<file path="src/rtl/match_event_logger_pkg.sv">
// Shared defaults for the match event logger and its timestamp FIFO.
package match_event_logger_pkg;
  localparam int TS_W_DEF       = 16;
  localparam int CNT_W_DEF      = 12;
  localparam int FIFO_DEPTH_DEF = 8;
  localparam int CNT_SAT_DEF    = (1 << CNT_W_DEF) - 1;

  // Saturation value for a counter of the given width.
  function automatic int sat_value(input int w);
    return (1 << w) - 1;
  endfunction
endpackage

</file>
<file path="src/rtl/match_event_logger_ts_fifo.sv">
// First-word-fall-through timestamp FIFO with separate occupancy counter.
module ts_fifo
  import match_event_logger_pkg::*;
#(
  parameter  int W      = TS_W_DEF,
  parameter  int DEPTH  = FIFO_DEPTH_DEF,
  localparam int AW     = $clog2(DEPTH)
) (
  input  logic          clk,
  input  logic          reset,
  input  logic          clear,
  input  logic          push,
  input  logic [W-1:0]  wdata,
  output logic          full,
  input  logic          pop,
  output logic [W-1:0]  rdata,
  output logic          empty,
  output logic [AW:0]   level
);
  logic [W-1:0]  mem [DEPTH];
  logic [AW-1:0] wr_ptr, rd_ptr;
  logic          do_push, do_pop;

  assign empty   = (level == '0);
  assign full    = (level == (AW+1)'(DEPTH));
  assign do_pop  = pop && !empty;
  // A full FIFO still takes a push when the head leaves in the same cycle.
  assign do_push = push && (!full || do_pop);
  assign rdata   = empty ? '0 : mem[rd_ptr];

  always_ff @(posedge clk) begin
    if (do_push) mem[wr_ptr] <= wdata;
  end

  always_ff @(posedge clk or negedge reset) begin
    if (!reset) begin
      wr_ptr <= '0;
      rd_ptr <= '0;
      level  <= '0;
    end else if (clear) begin
      wr_ptr <= '0;
      rd_ptr <= '0;
      level  <= '0;
    end else begin
      if (do_push) wr_ptr <= wr_ptr + 1'b1;
      if (do_pop)  rd_ptr <= rd_ptr + 1'b1;
      case ({do_push, do_pop})
        2'b10:   level <= level + 1'b1;
        2'b01:   level <= level - 1'b1;
        default: level <= level;
      endcase
    end
  end
endmodule

</file>
<file path="src/rtl/match_event_logger.sv">
// Timestamps detector match pulses into a FWFT FIFO; keeps a saturating
// match count and a sticky overflow flag.
module match_event_logger
  import match_event_logger_pkg::*;
#(
  parameter  int TS_W       = TS_W_DEF,
  parameter  int CNT_W      = CNT_W_DEF,
  parameter  int FIFO_DEPTH = FIFO_DEPTH_DEF,
  localparam int ADDR_W     = $clog2(FIFO_DEPTH)
) (
  input  logic              clk,
  input  logic              reset,
  input  logic              match_in,
  input  logic              clear,
  output logic              ts_valid,
  input  logic              ts_ready,
  output logic [TS_W-1:0]   ts_data,
  output logic [ADDR_W:0]   fifo_level,
  output logic [CNT_W-1:0]  match_count,
  output logic              overflow
);
  localparam logic [CNT_W-1:0] CNT_SAT = {CNT_W{1'b1}};

  logic [TS_W-1:0] ts_cnt;
  logic            full, empty, accept, push, pop;

  // Dropped only when full and the head is not leaving this cycle.
  assign accept   = match_in && (!full || ts_ready);
  assign push     = accept && !clear;
  assign pop      = ts_ready && !clear;
  assign ts_valid = !empty;

  ts_fifo #(.W(TS_W), .DEPTH(FIFO_DEPTH)) u_fifo (
    .clk   (clk),
    .reset (reset),
    .clear (clear),
    .push  (push),
    .wdata (ts_cnt),
    .full  (full),
    .pop   (pop),
    .rdata (ts_data),
    .empty (empty),
    .level (fifo_level)
  );

  always_ff @(posedge clk or negedge reset) begin
    if (!reset) begin
      ts_cnt      <= '0;
      match_count <= '0;
      overflow    <= 1'b0;
    end else if (clear) begin
      ts_cnt      <= '0;
      match_count <= '0;
      overflow    <= 1'b0;
    end else begin
      ts_cnt <= ts_cnt + 1'b1;
      if (match_in) begin
        if (match_count != CNT_SAT) match_count <= match_count + 1'b1;
        if (!accept) overflow <= 1'b1;
      end
    end
  end
endmodule

</file>
<file path="config.mk">
export PLATFORM = sky130hd
export DESIGN_NAME = match_event_logger
export DESIGN_NICKNAME = d
export VERILOG_FILES = /design/src/rtl/match_event_logger_pkg.sv /design/src/rtl/match_event_logger_ts_fifo.sv /design/src/rtl/match_event_logger.sv
export SDC_FILE = /design/constraint.sdc
export NUM_CORES = 1
export LEC_CHECK = 0
export ABC_CLOCK_PERIOD_IN_PS = 3100
export CORE_UTILIZATION = 35
export DETAILED_ROUTE_END_ITERATION = 8
export SYNTH_ARGS = -nofsm -noshare
export SYNTH_HDL_FRONTEND = slang
export SYNTH_SLANG_ARGS = --single-unit
</file>
<file path="constraint.sdc">
create_clock -name clk -period 3.1 [get_ports clk]
set_input_delay 0.62 -clock clk [delete_from_list [all_inputs] [get_ports clk]]
set_output_delay 0.62 -clock clk [all_outputs]
set_load 0.01 [all_outputs]
</file>
==> flow_summary_export.csv, run 1 <==
group,metric,value,unit
yosys,syn_nets,439,
run,max_cap_violations,0,
timing,tightest_slew,0.914,ns
drt,drc,0,
floorplanning,fp.dieArea,0.0204,mm2
timing,fin_skew,0.00862,ns
drt,wl_met1,6070,um
drt,final_antenna_net_count,0,
floorplanning,rows,51,
global_route,grt_pass1_wl,21700,um
timing,setup_viol,0,
placement,gp_congestion,0.788,
cts,clk_pin_slew,0.07,ns
pwr,p_total,6060,uW
timing,slew_headroom,0.391,
yosys,synth.area.top_cells,"edfxtp_1 55%, dfrtp_1 14%, mux4_2 10%, nor2_1 2.8%, mux2i_1 2.7%",
yosys,yosysMostFrequentCell,"edfxtp_1",
worst_setup_path,cp_data_arrival_time,2.35,ns
yosys,synth-xor-area-share,0.0252,
global_route,antenna_found_initial,0,
cts,cts_buffers,17,
drt,wl_met3,531,um
worst_setup_path,crit_required,2.48,ns
yosys,synth_top_area_share,0.553,
cts,cts.htree.levels,4,
worst_setup_path,r2r_cells,9,
pwr,p_leak,0.00287,uW
placement,dp_hpwl,8130,um
drt,vias_per_cell,5.04,
yosys,avgSynthCellArea,16.2,um2
floorplanning,die_y,143,um
min_path,hold_path_class,"primary input to async pin",
yosys,synthCells,428,
timing,holdWs,0.313,ns
drt,dr.pass1.iters,4,
finish,fin_area,0.00841,mm2
worst_setup_path,path_max_fanout,8,
yosys,synth-edff-count,128,
drt,top_layer_used,"met4",
timing,report.final.slew_viol_count,0,
global_route,grt_overflow,0,
timing,min_period_over_period,0.958,
finish,diodes,0,
global_route,grt_pass1_vias,4006,
floorplanning,die_w,143,um
outcome,status,"finished, final reports clean",
finish,n_fill_cell,1737,
yosys,synthFlopType,"edfxtp_1",
finish,multiInputGateArea,0.00206,mm2
drt,drt_iter0_drc,182,
drt,wl_met2,6890,um
finish,final-seq-area,0.00482,mm2
drt,wire_per_inst,18.0,um
yosys,synth_commonest_cells,"128 x edfxtp_1, 51 x nor2_1, 39 x dfrtp_1, 32 x mux4_2, 19 x mux2i_1",
worst_setup_path,crit_type,"register to primary output",
global_route,grt.total_usage,0.146,
yosys,synthMuxAreaShare,0.133,
worst_setup_path,cp-start-kind,"register",
drt,wirelength,13700,um
worst_setup_path,end_kind,"primary output",
floorplanning,initial_core_util,0.357,
pwr,ir_worst_vdd,0.000386,V
yosys,async_flop_share,0.234,
drt,vias,3840,
cts,clockBufferDepth,2,
pwr,p_per_area,720,mW/mm2
finish,nets,495,
cts,root_buffer,"clkbuf_16",
floorplanning,pin_count,39,
global_route,grt_max_degree,45,
placement,io_buffers,38,
yosys,synth-compound-area-share,0.0363,
yosys,yosysWarnings,0,
yosys,synth_simple_gate_area_share,0.0873,
placement,placed_cell_area,0.00774,mm2
yosys,synth_adder_area_share,0.0108,
timing,min_period,2.97,ns
cts,insertion_delay,0.43,ns
cts,cts_hold_buf,0,
finish,syn_to_final_growth,20.9,%
yosys,ys_ff_latch,167,
timing,rsz0062_at_grt,"no",
yosys,yosysTopAreaCell,"edfxtp_1",
yosys,ys_seq_area_frac,0.693,
cts,clock-sinks,167,
yosys,synth_cell_types,46,
yosys,synthesis.area,0.00695,mm2
finish,drive_gt1_frac,0.189,
timing,tns,0,ns
cts,cts_tree,"built",
timing,fmaxAchievable,337,MHz
timing,hold_viol,0,
yosys,synth_top_family_by_area,"multiplexers",
floorplanning,core_region_area,0.0195,mm2
power by group:
group,switching [uW],internal (uW)
clock network,891,1120
logic,685,829
registers,74.5,2460
final cells by class:
cell class,count,area share
Sequential cell,167,0.573
Multi-Input combinational cell,236,0.245
Timing Repair Buffer,57,0.0720
Clock buffer,17,0.0506
Tap cell,265,0.0394
Clock inverter,15,0.0174
Inverter,5,0.00253
sequential cells by signal, indices dropped and copies added, names as in the netlist:
register	flops
ts_cnt	16
u_fifo.rd_ptr	3
u_fifo.level	4
match_count	12
overflow	1
u_fifo.wr_ptr	3
u_fifo.mem	128
logic make-up after synthesis:
group / count (synthesis)
fa+ha+maj: 6
simple gates: 121
mux: 52
buf+inv: 25
xor+xnor: 20
compound gates: 37
flops: 167
routing by layer:
metal | track usage | up-vias
met5 | 0 | -
met4 | 0.0611 | 0
met3 | 0.0345 | 13
li1 | - | 1775
met1 | 0.180 | 1976
met2 | 0.245 | 76
critical path, cell delays in order (launching register included):
cell and delay, ns:
dfrtp_2 0.43, buf_12 0.14, buf_16 0.15, mux4_2 0.50
mux2i_1 0.16, nor2_1 0.06, clkdlybuf4s50_1 0.48
per-stage QoR:
stage / worst slack [ns] / cells / utilization
after floorplan: 0.105 / 428 / -
after global placement: 0.267 / 726 / 0.398
after detailed placement: 0.219 / 726 / 0.398
after CTS: -0.0198 / 760 / 0.429
after global routing: 0.0216 / 762 / 0.432
final: 0.130 / 762 / 0.432
cell usage in the layout (no fill, tap or decap), types with 3 or more instances in the layout:
| master | count |
|---|---|
| clkinv_4 | 7 |
| a21oi_1 | 11 |
| nand2_1 | 12 |
| buf_12 | 4 |
| edfxtp_1 | 128 |
| o21ai_0 | 5 |
| clkbuf_16 | 18 |
| inv_1 | 4 |
| a31oi_1 | 3 |
| or4_1 | 3 |
| xor2_1 | 16 |
| nand3_1 | 13 |
| nand2b_1 | 3 |
| buf_4 | 13 |
| nand4_1 | 5 |
| and4_1 | 3 |
| inv_6 | 4 |
| nor2_1 | 51 |
| clkdlybuf4s50_1 | 37 |
| o211ai_1 | 3 |
| mux2i_1 | 18 |
| nor2b_1 | 3 |
| dfrtp_1 | 38 |
| and3_1 | 4 |
| nor3_1 | 6 |
| o31ai_1 | 3 |
| xnor2_1 | 4 |
| mux4_2 | 32 |
| ha_1 | 6 |
| or3_1 | 7 |
worst paths after layout:
path	to	startpoint	slack, ns
min in group clk	overflow	overflow	0.53
min reg2reg	overflow	overflow	0.53
max in group asynchronous	u_fifo.rd_ptr[0]	reset	2.14
max reg2reg	u_fifo.level[3]	u_fifo.level[1]	0.41
max	ts_data[6]	u_fifo.rd_ptr[0]	0.13
min	match_count[6]	reset	0.31
timing repair:
action | 4_1_cts | 5_1_grt
gates resized for setup | 1 | 3
pin swaps | 0 | 0
setup endpoints to repair | 5 | 13
setup buffers | 1 | 1
gates cloned | 1 | 1
Note: power is estimated with default switching activity, not from simulation.
==> run 2: changes to the inputs <==
GPL_ROUTABILITY_DRIVEN = 1   (was unset)
==> results of run 2 <==
The final DEF is identical to that of run 1; final timing and power are the same.
==> run 3: changes to the inputs <==
CTS_CLUSTER_SIZE = 14   (was unset)
HOLD_SLACK_MARGIN = 0.06   (was unset)
==> results of run 3 <==
The final DEF is identical to that of run 1; final timing and power are the same.
